==> config.mk <==
export PLATFORM = sky130hd
export DESIGN_NAME = tdc_readout_arbiter
export DESIGN_NICKNAME = d
export VERILOG_FILES = /design/src/rtl/tdc_readout_arbiter.sv
export SDC_FILE = /design/constraint.sdc
export NUM_CORES = 1
export LEC_CHECK = 0
export CAP_MARGIN = 20
export CORE_AREA = 2 2 136 138
export CTS_CLUSTER_SIZE = 10
export DETAILED_ROUTE_END_ITERATION = 8
export DIE_AREA = 0 0 138 140
export PLACE_DENSITY = 0.7
export SKIP_LAST_GASP = 1
export SYNTH_ARGS = -nofsm -noshare
export SYNTH_HDL_FRONTEND = slang
export SYNTH_SLANG_ARGS = --single-unit
export TNS_END_PERCENT = 100
==> constraint.sdc <==
create_clock -name clk -period 3.8 [get_ports clk]
set_input_delay 0.76 -clock clk [delete_from_list [all_inputs] [get_ports clk]]
set_output_delay 0.76 -clock clk [all_outputs]
set_load 0.05 [all_outputs]
==> src/rtl/tdc_readout_arbiter.sv <==
// -----------------------------------------------------------------------------
// tdc_readout_arbiter
// Round-robin readout sequencer for NUM_CHAN TDC channels that share one event
// output path. A pending channel is granted, its rising/falling stamps are
// latched, its clear is pulsed for one cycle, and a single record is offered
// on a valid/ready handshake.
//
// Optional feature macro: TDC_ARB_TOT_CALC_EN
//   defined   : evt_tot = falling - rising (modulo 2^TS_WIDTH)
//   undefined : evt_tot = raw falling stamp, no subtractor
//
// Ports:
//   clk, reset      rising-edge clock, asynchronous active-high reset
//   chan_enable     per-channel arbitration enable
//   chan_has_event  per-channel event-pending flag
//   chan_timestamp  packed rising stamps, channel i at [i*TS_WIDTH +: TS_WIDTH]
//   chan_falling    packed falling stamps, same packing
//   chan_clear      one-hot clear pulse to the granted channel
//   evt_valid/ready record handshake
//   evt_chan        channel index of the record
//   evt_timestamp   latched rising stamp
//   evt_tot         time-over-threshold or raw falling stamp
//   evt_count       records accepted since reset (wraps)
//   busy            FSM not in IDLE
// -----------------------------------------------------------------------------
module tdc_readout_arbiter #(
    parameter int NUM_CHAN  = 4,
    parameter int TS_WIDTH  = 32,
    parameter int CNT_WIDTH = 16
) (
    input  logic                         clk,
    input  logic                         reset,
    input  logic [NUM_CHAN-1:0]          chan_enable,
    input  logic [NUM_CHAN-1:0]          chan_has_event,
    input  logic [NUM_CHAN*TS_WIDTH-1:0] chan_timestamp,
    input  logic [NUM_CHAN*TS_WIDTH-1:0] chan_falling,
    output logic [NUM_CHAN-1:0]          chan_clear,
    output logic                         evt_valid,
    input  logic                         evt_ready,
    output logic [$clog2(NUM_CHAN)-1:0]  evt_chan,
    output logic [TS_WIDTH-1:0]          evt_timestamp,
    output logic [TS_WIDTH-1:0]          evt_tot,
    output logic [CNT_WIDTH-1:0]         evt_count,
    output logic                         busy
);

    localparam int CW = $clog2(NUM_CHAN);

    typedef enum logic [1:0] {IDLE, CLEAR, PRESENT} state_t;

    state_t            state;
    logic [CW-1:0]     last_grant;
    logic [CW-1:0]     next_grant;
    logic              found;
    logic [NUM_CHAN-1:0] pending;
    logic [TS_WIDTH-1:0] ts_sel;
    logic [TS_WIDTH-1:0] fall_sel;
    logic [TS_WIDTH-1:0] tot_sel;
    int                idx;

    assign pending = chan_has_event & chan_enable;

    // Search last_grant+1, last_grant+2, ... wrapping at NUM_CHAN; first hit wins.
    always_comb begin
        next_grant = '0;
        found      = 1'b0;
        idx        = 0;
        for (int i = 1; i <= NUM_CHAN; i++) begin
            idx = int'(last_grant) + i;
            if (idx >= NUM_CHAN) idx = idx - NUM_CHAN;
            if (!found && pending[idx]) begin
                found      = 1'b1;
                next_grant = CW'(idx);
            end
        end
    end

    always_comb begin
        ts_sel   = chan_timestamp[next_grant*TS_WIDTH +: TS_WIDTH];
        fall_sel = chan_falling[next_grant*TS_WIDTH +: TS_WIDTH];
`ifdef TDC_ARB_TOT_CALC_EN
        // Modulo subtraction gives the right duration across a counter wrap.
        tot_sel  = fall_sel - ts_sel;
`else
        tot_sel  = fall_sel;
`endif
    end

    // Decoded from registered state/grant only, so the pulse is glitch-free.
    always_comb begin
        chan_clear = '0;
        for (int i = 0; i < NUM_CHAN; i++)
            chan_clear[i] = (state == CLEAR) && (evt_chan == CW'(i));
    end

    always_ff @(posedge clk or posedge reset) begin
        if (reset) begin
            state         <= IDLE;
            last_grant    <= CW'(NUM_CHAN - 1);
            evt_chan      <= '0;
            evt_timestamp <= '0;
            evt_tot       <= '0;
            evt_valid     <= 1'b0;
            evt_count     <= '0;
            busy          <= 1'b0;
        end else begin
            case (state)
                IDLE: begin
                    if (found) begin
                        evt_chan      <= next_grant;
                        evt_timestamp <= ts_sel;
                        evt_tot       <= tot_sel;
                        busy          <= 1'b1;
                        state         <= CLEAR;
                    end
                end
                CLEAR: begin
                    // Record completes even if the channel is disabled meanwhile.
                    last_grant <= evt_chan;
                    evt_valid  <= 1'b1;
                    state      <= PRESENT;
                end
                PRESENT: begin
                    if (evt_ready) begin
                        evt_valid <= 1'b0;
                        evt_count <= evt_count + 1'b1;
                        busy      <= 1'b0;
                        state     <= IDLE;
                    end
                end
                default: begin
                    evt_valid <= 1'b0;
                    busy      <= 1'b0;
                    state     <= IDLE;
                end
            endcase
        end
    end

endmodule

==> out/metrics.yaml, run 1 <==
outcome:
  status: "finished, final reports clean"
timing:
  hold_violations: 0
  grt_setup_unrepaired: "no"
  fmax_mhz: 341
  period_minus_slack_ps: 2940
  slew_headroom_pct: 47.6
  fin_crit_sh_pct: 77.3
  worst_clock_skew_ps: 7.88
  setup_slack_ps: 863
  finalSetupViolCount: 0
  tightest_slew_ps: 786
  slew_violations: 0
  setup_tns_ps: 0
  timing.hold.ws_ps: 471
cts:
  cts_tree: "done"
  clkTransAtPathRegs_ps: 80
  cts-htree-levels: 3
  post_cts_buffers: 0
  post_cts_resize_count: 0
  cts_sinks: 88
  clk_latency_ps: 350
  numCtsBuffers: 9
  clock_tree.buffer_depth: 2
  holdBufCountCts: 0
  root_buffer: "clkbuf_16"
worst_setup_path:
  crit_slowest_cell: "clkdlybuf4s50_1"
  endpoint_kind: "primary output"
  worst_setup_path_start_kind: "flop"
  crit_required_ps: 3040
  crit_family: "buffers and inverters"
  critPathKind: "reg -> out"
  r2r_setup_slack_ps: 1500
  crit_path_cell_trace: "nand2b_1, nor3b_1, clkdlybuf4s50_1"
  critical_path_peak_fanout: 7
  cpPeakStageDelay_ps: 850
  worstPathArrival_ps: 2180
  path_buf_inv: 1
synth:
  yosysSeqAreaShare_pct: 40.3
  ys_warn_count: 0
  syn-cell-area_um2: 5470
  synthCells: 466
  synth.ff_latch_count: 88
  async_flop_share_pct: 100
  post-synth-top-area-cell: "dfrtp_1"
  ys.flop_type: "dfrtp_1"
  ys_top_cells_by_area: "dfrtp_1, mux2i_1, o221ai_2"
  syn_nets: 734
  synth-edff-count: 0
  netlist.area_leader.share_pct: 39.4
  ys_types: 41
  syn_area_per_cell_um2: 11.7
run:
  drv_cap: 0
place:
  place_area_um2: 9060
  portBuffers: 354
  place.gp.congestion: 0.928
  dpl_worst_slack_ps: 757
  place_hpwl_mm: 14.6
  post-place-cells: 1020
final_layout:
  layout-drive-gt1-share_pct: 9.67
  antenna_cells: 0
  fin_cells: 1036
  post-route-util_pct: 52.6
  mostFrequentLayoutCell: "clkdlybuf4s50_1"
  n_fill_cell: 1554
  layout_common_cells: "clkdlybuf4s50_1, mux2i_1, dfrtp_1"
  nets: 1070
  area_delta_synth_final_pct: 71.2
  fin_area_um2: 9360
pwr:
  p_per_area_nw_per_um2: 690
  leakage_nw: 3.79
  vdd_drop_max_mv: 0.443
  power_mw: 6.46
die:
  dieArea_um2: 19300
  core_area_um2: 17800
  row_count: 49
  floorplan.initialDensity_pct: 30.7
  ios: 355
  die_y_um: 140
  fp.dieW_um: 138
grt:
  grt_pass1_wl_mm: 30.4
  antenna_found_initial: 0
  overflow: 0
  grt_max_degree: 70
  grt_usage_pct: 19.8
  grt_pass1_vias: 5376
drt:
  wl_met1_mm: 7.68
  dr_total_vias: 5080
  drtPass1Iterations: 5
  dr_wl_met2_mm: 9.97
  top_layer: "met4"
  viasPerCell: 4.90
  ant_nets: 0
  drcViolationCount: 0
  wl_per_cell_um: 18.6
  wl_met3_mm: 1.16
  finalWirelength_mm: 19.3
  dr.first_iter.drc_count: 174
worst_hold_path:
  hp-class: "reg -> reg"
sequential cells by signal (all words and copies together) (netlist names):
register	count
evt_chan	2
evt_tot	32
evt_count	16
last_grant	2
state	2
busy	1
evt_timestamp	32
evt_valid	1
where the power goes:
group | total, mW | switching (mW) | internal (mW)
clock | 0.888 | 0.425 | 0.463
sequential | 1.60 | 0.263 | 1.34
combinational | 3.96 | 2.46 | 1.50
total | 6.46 | 3.15 | 3.30
worst register-to-register path: stages (launching register included):
cell and delay [ps]:
dfstp_2 590, and3_1 200, o22ai_1 90, a221oi_2 390
nand2_4 380, buf_12 350, o221ai_1 230
final timing paths:
check / endpoint / depth (start not counted) / from
setup reg to reg: evt_tot[23]$_DFFE_PP0P_ / 6 / last_grant[1]$_DFFE_PP1P_
min in group asynchronous: evt_timestamp[17]$_DFFE_PP0P_ / 2 / reset
setup / recovery: chan_clear[2] / 3 / state[1]$_DFFE_PP0P_
hold reg to reg: evt_count[15]$_DFFE_PP0P_ / 1 / evt_count[15]$_DFFE_PP0P_
max in group asynchronous: last_grant[0]$_DFFE_PP1P_ / 3 / reset
hold / removal: evt_count[15]$_DFFE_PP0P_ / 1 / evt_count[15]$_DFFE_PP0P_
per-layer routing:
| layer | vias up | global-route usage (%) |
|---|---|---|
| met2 | 211 | 34.8 |
| met1 | 2418 | 24.0 |
| met3 | 31 | 4.85 |
| met4 | 0 | 6.34 |
| met5 | - | 0 |
| li1 | 2420 | - |
synthesized netlist by cell type (all sizes together), types with 3 or more instances:
master and number:
buf 27, nand2 82, xnor2 11, and3 3
nand4 3, xor2 4, nor2 8, inv 5
mux2i 128, clkbuf 8, o221ai 64, dfrtp 86
nand3 7, nand2b 5
area by class of cell:
cell class	instances	area (µm²)	area share [%]
clock buffers	9	225	2.41
clock inverters	7	68.8	0.735
inverters	5	20.0	0.214
multi-input cells	338	2900	31.0
flip-flops and latches	88	2200	23.6
well taps	229	287	3.06
repair buffers	360	3650	39.0
cell families after synthesis:
group	synth area share (%)
buf+inv	6.91
xor+xnor	2.40
simple gates	9.11
fa+ha+maj	0.229
compound gates	17.2
mux	23.8
flops	40.3
(Power assumes the default switching activity.)
==> run 2, diff against run 1 <==
--- a/config.mk
+++ b/config.mk
@@ -10,7 +10,7 @@
 export CTS_CLUSTER_SIZE = 10
 export DETAILED_ROUTE_END_ITERATION = 8
 export DIE_AREA = 0 0 138 140
-export PLACE_DENSITY = 0.7
+export PLACE_DENSITY = 0.73
 export SKIP_LAST_GASP = 1
 export SYNTH_ARGS = -nofsm -noshare
 export SYNTH_HDL_FRONTEND = slang
==> constraint.sdc (replaced) <==
create_clock -name clk -period 2.5 [get_ports clk]
set_input_delay 0.5 -clock clk [delete_from_list [all_inputs] [get_ports clk]]
set_output_delay 0.5 -clock clk [all_outputs]
set_load 0.05 [all_outputs]
==> run 2 against run 1 <==
Against the previous run: register-to-register slack got worse by 1000 ps; clock skew is 1.7 ps higher; largest cell class unchanged; count of clock-buffer cells in the layout unchanged; critical path depth grew 5; wire length down 0.88%; sequential cell count is the same; critical endpoint is now evt_timestamp[15]$_DFFE_PP0P_; sequential share of layout area decreased by 0.54 points; combinational power grew 55%; via count up 0.53%.
==> out/metrics.yaml, run 2 (synthesized netlist as in run 1, its figures left out) <==
outcome:
  status: "finished, final reports clean"
worst_hold_path:
  hp-class: "reg -> reg"
final_layout:
  area_delta_synth_final_pct: 75.2
  largestRegisters: "evt_timestamp x32, evt_tot x32, evt_count x16"
  layout_common_cells: "clkdlybuf4s50_1, mux2i_1, dfrtp_1"
  post-route-util_pct: 53.9
  mostFrequentLayoutCell: "clkdlybuf4s50_1"
  layout-drive-gt1-share_pct: 12.3
  fin_cells: 1056
  nets: 1090
  antenna_cells: 0
worst_setup_path:
  reg2reg_to: "evt_timestamp[15]$_DFFE_PP0P_"
  crit_required_ps: 2730
  crit_path_end: "evt_timestamp[15]$_DFFE_PP0P_"
  worst_setup_path_start_kind: "input pin"
  crit_path_cell_trace: "clkdlybuf4s50_1, a22oi_1, nor2_1, a211oi_4, buf_4, buf_12, mux2i_1, o221ai_2"
  r2r_setup_slack_ps: 470
  critical_path_peak_fanout: 21
  timing.rr.start: "last_grant[1]$_DFFE_PP1P_"
  critPathKind: "in -> reg"
  r2r_cells: 6
  path_buf_inv: 3
  crit_family: "buffers and inverters"
  cpPeakStageDelay_ps: 440
  cp.depth: 8
  worstPathArrival_ps: 2490
  crit_start: "chan_enable[1]"
  crit_slowest_cell: "clkdlybuf4s50_1"
  endpoint_kind: "flop"
grt:
  grt_pass1_vias: 5331
  grt_max_degree: 89
  grt_usage_pct: 19.5
  overflow: 0
  grt_pass1_wl_mm: 29.9
  antenna_found_initial: 0
cts:
  post_cts_buffers: 0
  post_cts_resize_count: 0
  numCtsBuffers: 9
  root_buffer: "clkbuf_16"
  cts-htree-levels: 3
  clock_tree.buffer_depth: 2
  clkTransAtPathRegs_ps: 80
  cts_tree: "done"
  holdBufCountCts: 0
  cts_sinks: 88
  clk_latency_ps: 350
place:
  portBuffers: 354
  post-place-cells: 1040
  place_hpwl_mm: 14.7
  place.gp.congestion: 0.817
die:
  dieArea_um2: 19300
  core_area_um2: 17800
  floorplan.initialDensity_pct: 30.7
  die_y_um: 140
  row_count: 49
  fp.dieW_um: 138
  ios: 355
pwr:
  leakage_nw: 3.92
  p_sw_mw: 4.80
  p_seq_share_pct: 24.4
  swShare_pct: 48.2
  p_per_area_nw_per_um2: 1040
  internal_power_mw: 5.16
  vdd_drop_max_mv: 0.907
  p_comb_share_pct: 61.7
  clockPowerShare_pct: 13.8
drt:
  ant_nets: 0
  drtPass1Iterations: 4
  finalWirelength_mm: 19.1
  drcViolationCount: 0
  wl_per_cell_um: 18.1
  dr_total_vias: 5107
  dr.first_iter.drc_count: 231
  viasPerCell: 4.84
timing:
  worst_clock_skew_ps: 9.58
  slew_headroom_pct: 62.4
  hold_violations: 0
  period_minus_slack_ps: 2270
  timing.hold.ws_ps: 471
  fin_crit_sh_pct: 90.6
  grt_setup_unrepaired: "no"
  slew_violations: 0
  fmax_mhz: 441
  finalSetupViolCount: 0
  tightest_slew_ps: 562
run:
  drv_cap: 0
[run 2: cell count changes in the layout (fill, tap and decap cells not counted)]
cell	before	now
clkdlybuf4s50_1	354	350
buf_12	5	11
clkinv_4	3	2
clkinvlp_4	0	1
inv_6	1	2
clkinv_2	1	0
buf_4	1	19
[run 2: worst min-delay path by stage]
stage / start / to / slack, ps / depth (start not counted)
2_1_floorplan: last_grant[0]$_DFFE_PP1P_ / last_grant[0]$_DFFE_PP1P_ / 450 / 2
3_3_place_gp: evt_valid$_DFFE_PP0P_ / evt_valid$_DFFE_PP0P_ / 460 / 1
3_5_place_dp: evt_count[15]$_DFFE_PP0P_ / evt_count[15]$_DFFE_PP0P_ / 470 / 1
4_1_cts: evt_count[15]$_DFFE_PP0P_ / evt_count[15]$_DFFE_PP0P_ / 480 / 1
5_1_grt: evt_count[15]$_DFFE_PP0P_ / evt_count[15]$_DFFE_PP0P_ / 490 / 1
6_report: evt_count[15]$_DFFE_PP0P_ / evt_count[15]$_DFFE_PP0P_ / 470 / 1
[run 2: routing by layer]
metal | wire (µm) | track usage (%)
met4 | 486 | 7.04
met1 | 7990 | 24.2
met2 | 9530 | 33.4
met5 | 0 | 0
met3 | 1130 | 4.38
[run 2: per-stage QoR]
stage               cell area (µm²)  setup TNS (ps)  worst slack [ps]  power [mW]
floorplan                      5470               0              98.6        6.46
global placement               9280            -588             -70.3        8.60
detailed placement             9280           -1660             -94.4        8.66
CTS                            9580               0               279        10.1
global route                   9580               0               160        10.5
finish                         9580               0               235        9.97
[run 2: final cells by class]
class / instances / area, µm²
flip-flops and latches: 88 / 2200
inverters: 5 / 22.5
clock buffers: 9 / 225
repair buffers: 380 / 3870
multi-input cells: 338 / 2900
well taps: 229 / 287
clock inverters: 7 / 68.8
fillers: 1563 / 8200
[run 2: power groups by stage]
stage	Clock (mW)	Sequential [mW]	Combinational (mW)
after floorplan	0	4.36	2.10
after global placement	0	2.44	6.16
after detailed placement	0	2.44	6.22
after CTS	1.42	2.44	6.22
after global routing	1.48	2.52	6.48
final	1.38	2.44	6.15
[run 2: worst register-to-register path: cells and delay by family (launching register included)]
family | cells | cell delay (ps)
DFF | 1 | 590
buffers and inverters | 2 | 470
muxes | 1 | 320
and+or+nand+nor | 1 | 150
AOI/OAI and AO/OA | 2 | 380
==> run 3, diff against run 2 <==
--- a/config.mk
+++ b/config.mk
@@ -10,7 +10,8 @@
 export CTS_CLUSTER_SIZE = 10
 export DETAILED_ROUTE_END_ITERATION = 8
 export DIE_AREA = 0 0 138 140
-export PLACE_DENSITY = 0.73
+export MAX_ROUTING_LAYER = met4
+export PLACE_DENSITY = 0.75
 export SKIP_LAST_GASP = 1
 export SYNTH_ARGS = -nofsm -noshare
 export SYNTH_HDL_FRONTEND = slang
==> run 3 against run 2 <==
Against the previous run: sequential cell count unchanged; clock power about the same; largest power group unchanged; largest cell class unchanged; register-to-register slack hardly changed; via count is 1.1% higher; die area unchanged; global-route usage increased by 0.057 points; clock skew is 1.7 ps lower; first-iteration DRC count fell by 44%; cell area increased by 0.35%; critical path type unchanged; combinational power hardly changed.
==> out/metrics.yaml, run 3 (synthesized netlist as in run 1, its figures left out) <==
outcome:
  status: "finished, final reports clean"
timing:
  finalSetupViolCount: 0
  fmax_mhz: 446
  tightest_slew_ps: 584
  hold_violations: 0
  period_minus_slack_ps: 2240
  worst_clock_skew_ps: 7.86
  grt_setup_unrepaired: "no"
  slew_violations: 0
  setup_tns_ps: 0
  slew_headroom_pct: 60.9
  fin_crit_sh_pct: 89.7
worst_setup_path:
  worst_setup_path_start_kind: "input pin"
  worstPathArrival_ps: 2450
  crit_required_ps: 2710
  endpoint_kind: "flop"
  critPathKind: "in -> reg"
  critical_path_peak_fanout: 22
place:
  place.gp.congestion: 0.866
  portBuffers: 354
  place_hpwl_mm: 14.2
  post-place-cells: 1042
final_layout:
  fin_cells: 1058
  mostFrequentLayoutCell: "clkdlybuf4s50_1"
  area_delta_synth_final_pct: 75.8
  post-route-util_pct: 54.0
  nets: 1092
  layout-drive-gt1-share_pct: 12.5
  largestRegisters: "evt_timestamp x32, evt_tot x32, evt_count x16"
  layout_common_cells: "clkdlybuf4s50_1, mux2i_1, dfrtp_1"
  antenna_cells: 0
cts:
  numCtsBuffers: 9
  clock_tree.buffer_depth: 2
  cts_tree: "done"
  root_buffer: "clkbuf_16"
  clkTransAtPathRegs_ps: 70
  post_cts_buffers: 0
  post_cts_resize_count: 0
  cts_sinks: 88
  clk_latency_ps: 350
  cts-htree-levels: 3
  holdBufCountCts: 0
die:
  ios: 355
  die_y_um: 140
  floorplan.initialDensity_pct: 30.7
  fp.dieW_um: 138
  core_area_um2: 17800
  row_count: 49
  dieArea_um2: 19300
drt:
  dr_total_vias: 5165
  drtPass1Iterations: 4
  viasPerCell: 4.88
  ant_nets: 0
  finalWirelength_mm: 18.8
  wl_per_cell_um: 17.7
  drcViolationCount: 0
  dr.first_iter.drc_count: 129
worst_hold_path:
  hp-class: "reg -> reg"
grt:
  grt_pass1_wl_mm: 29.5
  antenna_found_initial: 0
  grt_usage_pct: 19.6
  grt_max_degree: 66
  grt_pass1_vias: 5292
  overflow: 0
pwr:
  vdd_drop_max_mv: 0.805
  p_per_area_nw_per_um2: 1040
  leakage_nw: 3.93
run:
  drv_cap: 0
==> run 3: cell count changes in the layout (fill, tap and decap cells not counted) <==
cell / before / now
clkinvlp_4: 1 / 4
buf_12: 11 / 13
clkinv_4: 2 / 1
inv_6: 2 / 1
inv_8: 3 / 2
==> run 3: cell type report <==
class / count / area [µm²]
repair buffers: 382 / 3910
multi-input cells: 338 / 2900
inverters: 5 / 22.5
clock buffers: 9 / 225
well taps: 229 / 287
clock inverters: 7 / 62.6
fillers: 1527 / 8170
flip-flops and latches: 88 / 2200
==> run 3: worst max-delay path, cell delays in order <==
cell and delay (ps):
clkdlybuf4s50_1 440, a22oi_1 250, nor2_1 110, a211oi_4 270, buf_12 260, buf_12 210, mux2i_1 270, o221ai_2 130
==> run 3: per-layer routing <==
| layer | global-route usage, % | part of all wire [%] | up-vias |
|---|---|---|---|
| met4 | 5.91 | 1.9 | 0 |
| met3 | 4.65 | 6.6 | 26 |
| met1 | 24.7 | 43 | 2444 |
| met2 | 31.3 | 48 | 230 |
| li1 | - | - | 2465 |
| met5 | - | 0 | - |
==> run 3: through the flow <==
stage / cell area, µm² / hold WS (ps) / worst slack, ps / power (mW)
5_1_grt: 9610 / 502 / 125 / 10.5
2_1_floorplan: 5470 / 454 / 98.6 / 6.46
6_report: 9610 / 480 / 257 / 9.96
3_3_place_gp: 9320 / 462 / -55.3 / 8.62
3_5_place_dp: 9320 / 471 / -99.8 / 8.66
4_1_cts: 9610 / 483 / 270 / 10.0
==> run 3: final timing paths <==
path,from,to,slack (ps),depth (start not counted)
worst max register to register,last_grant[1]$_DFFE_PP1P_,evt_timestamp[23]$_DFFE_PP0P_,480,6
worst min register to register,last_grant[0]$_DFFE_PP1P_,last_grant[0]$_DFFE_PP1P_,480,2
worst max-delay path,chan_has_event[1],evt_timestamp[23]$_DFFE_PP0P_,260,8
worst min-delay path,last_grant[0]$_DFFE_PP1P_,last_grant[0]$_DFFE_PP1P_,480,2
min in group asynchronous,reset,evt_timestamp[13]$_DFFE_PP0P_,570,3
max in group asynchronous,reset,evt_tot[13]$_DFFE_PP0P_,1490,3
==> run 3: report_power, final <==
group	total (mW)	switching [mW]	internal (mW)
Sequential	2.44	0.402	2.04
Clock	1.35	0.653	0.694
Combinational	6.17	3.74	2.43
Total	9.96	4.79	5.16
